### config.mk
export PLATFORM = sky130hd
export DESIGN_NAME = led_pattern_sequencer
export DESIGN_NICKNAME = d
export VERILOG_FILES = /design/src/rtl/led_pattern_sequencer.sv
export SDC_FILE = /design/constraint.sdc
export NUM_CORES = 1
export LEC_CHECK = 0
export BUFFER_PORTS_ARGS = -buffer_cell sky130_fd_sc_hd__buf_4
export CORE_ASPECT_RATIO = 0.6
export CORE_UTILIZATION = 55
export CTS_CLUSTER_SIZE = 20
export DETAILED_ROUTE_END_ITERATION = 16
export PLACE_DENSITY = 0.72
export SYNTH_ARGS = -nofsm -noshare
export SYNTH_HDL_FRONTEND = slang
export SYNTH_SLANG_ARGS = --single-unit
### constraint.sdc
create_clock -name clk -period 2.3 [get_ports clk]
set_clock_uncertainty 0.05 [all_clocks]
set_input_delay 0.23 -clock clk [delete_from_list [all_inputs] [get_ports clk]]
set_output_delay 0.23 -clock clk [all_outputs]
set_load 0.01 [all_outputs]
### src/rtl/led_pattern_sequencer.sv
// 5-LED pattern sequencer: prescaled display tick, debounced mode button,
// four pattern generators (binary, Gray, rule-30 ring, knight-rider) and PWM gating.
module led_pattern_sequencer #(
   parameter int BITS      = 5,
   parameter int LOG2DELAY = 22,
   parameter int DEB_BITS  = 16,
   parameter int PWM_BITS  = 4
) (
   input  logic                clk,
   input  logic                rst_n,
   input  logic                btn,
   input  logic                mode_lock,
   input  logic [PWM_BITS-1:0] bright,
   output logic [BITS-1:0]     leds,
   output logic [1:0]          mode,
   output logic                tick
);

   typedef enum logic [1:0] {M_COUNT, M_GRAY, M_RANDOM, M_KNIGHT} mode_t;

   localparam int PW = (BITS > 1) ? $clog2(BITS) : 1;
   localparam logic [LOG2DELAY-1:0] PRE_ONE  = 1;
   localparam logic [DEB_BITS-1:0]  DEB_ONE  = 1;
   localparam logic [PWM_BITS-1:0]  PWM_ONE  = 1;
   localparam logic [BITS:0]        STEP_ONE = 1;
   localparam logic [PW-1:0]        POS_ONE  = 1;
   localparam logic [PW-1:0]        POS_MAX  = PW'(BITS - 1);
   localparam logic [BITS-1:0]      LED_ONE  = 1;

   logic [LOG2DELAY-1:0] prescaler;
   logic [BITS:0]        step;
   logic [31:0]          rng, rng_nx;
   logic [PW-1:0]        pos;
   logic                 dir_up;
   logic                 sync1, sync2, btn_db, btn_db_q;
   logic [DEB_BITS-1:0]  deb_cnt;
   logic [PWM_BITS-1:0]  pwm_cnt;
   mode_t                mode_q, mode_d;
   logic                 press, mode_chg, pwm_on;
   logic [BITS-1:0]      pattern;

   assign tick     = &prescaler;
   assign press    = btn_db & ~btn_db_q;
   assign mode_chg = press & ~mode_lock;
   assign mode     = mode_q;
   assign pwm_on   = (&bright) | (pwm_cnt < bright);

   // Rule 30 on a closed 32-bit ring
   always_comb begin
      rng_nx = '0;
      for (int i = 0; i < 32; i++)
         rng_nx[i] = rng[(i + 1) % 32] ^ (rng[i] | rng[(i + 31) % 32]);
   end

   always_comb begin
      mode_d = mode_q;
      if (mode_chg) begin
         case (mode_q)
            M_COUNT:  mode_d = M_GRAY;
            M_GRAY:   mode_d = M_RANDOM;
            M_RANDOM: mode_d = M_KNIGHT;
            default:  mode_d = M_COUNT;
         endcase
      end
   end

   always_comb begin
      pattern = '0;
      case (mode_q)
         M_COUNT:  pattern = step[BITS-1:0];
         M_GRAY:   pattern = step[BITS-1:0] ^ (step[BITS-1:0] >> 1);
         M_RANDOM: pattern = rng[BITS+6:7];
         default:  pattern = LED_ONE << pos;
      endcase
   end

   always_ff @(posedge clk or negedge rst_n) begin
      if (!rst_n) mode_q <= M_COUNT;
      else        mode_q <= mode_d;
   end

   // Synchroniser and debouncer; a press is the cycle after btn_db rises
   always_ff @(posedge clk or negedge rst_n) begin
      if (!rst_n) begin
         sync1    <= 1'b0;
         sync2    <= 1'b0;
         btn_db   <= 1'b0;
         btn_db_q <= 1'b0;
         deb_cnt  <= '0;
      end else begin
         sync1    <= btn;
         sync2    <= sync1;
         btn_db_q <= btn_db;
         if (sync2 == btn_db) begin
            deb_cnt <= '0;
         end else if (&deb_cnt) begin
            btn_db  <= sync2;
            deb_cnt <= '0;
         end else begin
            deb_cnt <= deb_cnt + DEB_ONE;
         end
      end
   end

   always_ff @(posedge clk or negedge rst_n) begin
      if (!rst_n) begin
         prescaler <= '0;
         pwm_cnt   <= '0;
         rng       <= 32'h0001_0000;
         step      <= '0;
         pos       <= '0;
         dir_up    <= 1'b1;
         leds      <= '0;
      end else begin
         prescaler <= prescaler + PRE_ONE;
         pwm_cnt   <= pwm_cnt + PWM_ONE;
         leds      <= pwm_on ? pattern : '0;
         if (tick) rng <= rng_nx;
         // A mode change overrides the tick for step and knight position
         if (mode_chg) begin
            step   <= '0;
            pos    <= '0;
            dir_up <= 1'b1;
         end else if (tick) begin
            step <= step + STEP_ONE;
            if (dir_up) begin
               if (pos == POS_MAX) begin
                  pos    <= pos - POS_ONE;
                  dir_up <= 1'b0;
               end else begin
                  pos <= pos + POS_ONE;
               end
            end else begin
               if (pos == '0) begin
                  pos    <= pos + POS_ONE;
                  dir_up <= 1'b1;
               end else begin
                  pos <= pos - POS_ONE;
               end
            end
         end
      end
   end

endmodule

Word-level counts from Yosys, hierarchy flattened
Index checks and enable logic that the tools add are counted.

Multipliers: 0. Div/mod/pow operators: 0. Equality and inequality tests: 4. $add $sub $neg: 6. Shifts and indexed selects: 1. Order comparisons: 1. Multiplexer cells: 17. Bitwise operators: 71. Reduce and logical (&&, ||, !) cells: 7.

Operators with widths (count): $or 1x1->1 (33); $mux 16 (2); $xor 1x1->1 (32); $add 22x1->22 const B (1); $reduce_and 22->1 (1); $reduce_and 17->1 (1); $add 16x1->16 const B (1); $reduce_and 16->1 (1); $mux 3 (5); $pmux 5 s3 (1); $mux 6 (2); $add 6x1->6 const B (1); $pmux 2 s3 (1); $mux 1 (5); $mux 5 (1); $shl 1x3->5 const A (1); $xor 5x4->5 (1); $add 4x1->4 const B (1); $lt 4x4->1 (1); $reduce_and 4->1 (1); $add 3x1->3 const B (1); $eq 3x3->1 const B (1); $logic_not 3->1 (1); $not 1->1 (3); other kinds (7) (8).

RAM bits: 0. Bits in latches: 0. Register bits: 95. Output and inout port bits: 8. Bits of input ports: 8. Bits in read-only memories: 0. Memories kept: 0.

Logic depth before layout (Yosys ltp)
Word-level depth: 5. Depth in mapped cells: 7.

Worst setup path before layout
OpenSTA, ideal clock, no wires.

Kind: flip-flop to flip-flop. Start: register prescaler[0]. End: register rng[18]. Buffers on the path: 1. Arrival time: 1601 ps. Stages on the path, launching flop included: 7. Setup slack: 526 ps. Setup time: 123 ps. Cell sequence: dfrtp_1 ha_1 nand3_1 nor4_4 buf_2 nand3_1 o2bb2ai_1.

Longest elaborated chain between the ends: 1.

Ends and longest elaborated chain: start, declared (line 30) `logic [LOG2DELAY-1:0] prescaler;`; start signal, assigned (line 115) `prescaler <= prescaler + PRE_ONE;`; $reduce_and 22->1 (line 42) `assign tick = &prescaler;`; end signal, assigned (line 118) `if (tick) rng <= rng_nx;`; end, declared (line 32) `logic [31:0] rng, rng_nx;`.

Every way passes these cells. A chain may end at the register's enable or synchronous reset.

Final worst setup path
Start: register prescaler[15]. End: output tick.

Longest elaborated chain between the ends: 1.

Ends and longest elaborated chain: $reduce_and 22->1 (line 42); end, declared (line 16) `output logic tick`.

Every way passes these cells.

==> flow_summary.yaml <==
run_status:
  run_status: "complete, no violations"
routing:
  routedWlPerCell_um: 16.16
  ant_nets: 0
  drt-initial-drc-count: 308
  via_count: 3799
  drt_wl_total_um: 10170
  post-route-drc-count: 0
  via_per_inst: 6.040
  firstDrtPassIters: 5
sta:
  period_share: 0.9213
  tightest_slew_ps: 696.7
  period_minus_slack_ps: 2119
  max_slew_margin: 0.5312
  finalHoldViolCount: 0
  finalWorstSetupSlack_ps: 181.0
  slew_viol_final: 0
  rsz0062_at_grt: "false"
  finalSetupViolations: 0
  fin_setup_tns_ps: 0
  clock.fmax_mhz: 471.9
floorplanning:
  rows: 26
  die_h_um: 75.49
  ioPinCount: 16
  initial_core_util: 0.5743
  fp.dieW_um: 124.5
  core_mm2: 0.008621
  dieArea_mm2: 0.009397
critical_path:
  start_kind: "flip-flop"
  worstSetupEndpointType: "output pin"
  critical_path_class: "flip-flop to output pin"
  critPathMaxFanout: 9
  required_ps: 2020
  worstPathArrival_ps: 1840
placement:
  io_buffers: 15
  placed_area_mm2: 0.005244
  dp_hpwl_um: 6952
  place_congestion: 0.7774
  dpl_worst_slack_ps: 158.7
synth:
  synth_seq_area_share: 0.4756
  syn-instance-count: 488
  synth_cell_types: 55
  synth_edf_count: 0
  avgSynthCellArea_um2: 10.15
  yosysWarnings: 0
  synthFlopType: "dfrtp_1"
  syn_nets: 516
  synthesis.area_mm2: 0.004951
  ys_seq_elements: 94
  async_flop_share: 1.000
power_and_ir_drop:
  ir_drop_uv: 380.9
  cellLeakagePower_nw: 2.322
  powerDensity_mw_per_mm2: 604.0
  p_total_mw: 3.386
clock_network:
  h-tree-depth: 3
  clock-sinks: 94
  tritoncts: "yes"
  insertion_delay_ps: 340
  clk_pin_slew_ps: 60
  cts-buffers-inserted: 9
  cts_buffer_depth: 2
  clock-root-buffer: "clkbuf_16"
worst_hold_path:
  min_path_type: "primary input to flip-flop"
layout:
  antenna_cells: 0
  drive_above_1_share: 0.1025
  nets: 540
  final_core_util: 0.6502
  fin_area_mm2: 0.005605
  area_growth_syn_to_layout_pct: 13.22
grt:
  use_met2: 0.3401
  grt-ovfl-total: 0
  grtUsageTotal: 0.2274
  grt_max_degree: 49
  grt_pass1_vias: 3302
  use_met1: 0.3320
  grt_util_met3: 0.05267
  grt_pass1_wl_um: 16590
  gr-max-usage-layer: "met2"
  antenna_found_initial: 0
job:
  cap_violations: 0
[worst max-delay path: stages, from the launching register on]
cell and delay, ps:
dfrtp_1 410, and4_1 290, and4_2 390, nand2_1 160
inv_1 130, buf_4 130
[registers in the layout (all words and copies together) (netlist names)]
name	flops
rng	32
prescaler	22
deb_cnt	16
leds	5
step	5
pwm_cnt	4
pos	3
mode	2
btn_db	1
btn_db_q	1
dir_up	1
sync1	1
sync2	1
[where the power goes]
part / total [mW] / internal (mW) / switching (mW) / leakage [nW]
clock: 1.64 / 1.04 / 0.603 / 0.166
sequential: 1.67 / 1.66 / 0.00827 / 1.23
combinational: 0.0743 / 0.0243 / 0.0499 / 0.922
[path summary, 6_finish.rpt]
path	cells after the start	slack (ps)	start	to
min in group asynchronous	2	290	rst_n	pos[2]
hold / removal	3	260	mode_lock	dir_up
hold reg to reg	0	310	sync1	sync2
setup / recovery	5	180	prescaler[15]	tick
max in group asynchronous	3	1250	rst_n	dir_up
setup reg to reg	4	330	deb_cnt[2]	btn_db
[kinds of logic after synthesis]
family | after synthesis | synth area share
buf+inv | 37 | 0.03184
mux | 30 | 0.06090
simple gates | 185 | 0.1916
xor+xnor | 35 | 0.06191
fa+ha+maj | 20 | 0.05054
compound gates | 87 | 0.1276
flops | 94 | 0.4756
[placed cells by master (no fill, tap or decap), types with 17 or more instances in the layout]
master and count:
buf_4 26, dfrtp_1 92, ha_1 20, inv_1 20, mux2i_1 29, nand2_1 17
nand3_1 46, nor2_1 61, o2bb2ai_1 25, xnor2_1 25
[synth_stat cells (all sizes together), types with 10 or more instances]
cell type  instances  area, µm²
mux2i             29      290.3
xor2              10      87.58
nor2              61      229.0
ha                20      250.2
a21oi             15      75.07
dfrtp             92       2302
xnor2             25      219.0
nand3             46      230.2
inv               20      75.07
nand2             18      70.07
nand4             13      96.34
o2bb2ai           25      219.0
o21ai             15      75.07
[cell type report]
cell class	count	area [µm²]
fill	671	3015
inverter	20	75.07
timing repair buffer	30	255.2
multi-input combinational	357	2445
tap	112	140.1
clock inverter	3	65.06
sequential	94	2355
clock buffer	13	270.3
[through the flow]
step | cells | hold WS [ps]
final | 629 | 258.5
after global routing | 629 | 254.5
after CTS | 629 | 219.7
after detailed placement | 611 | 106.7
after global placement | 611 | 104.5
after floorplan | 488 | -115.6
[layer usage]
| metal | part of all wire | vias up |
|---|---|---|
| met5 | 0 | - |
| met4 | 0.012 | 0 |
| met3 | 0.064 | 15 |
| met2 | 0.42 | 111 |
| met1 | 0.50 | 1847 |
| li1 | - | 1826 |
[timing repair]
item | 4_1_cts | 5_1_grt
setup endpoints to repair | 0 | 2
endpoints found under the hold margin | 23 | 0
buffers inserted | 0 | 0
hold buffers | 2 | 0
gates resized for setup | 0 | 2
No activity file was read; power rests on OpenSTA's default activity.
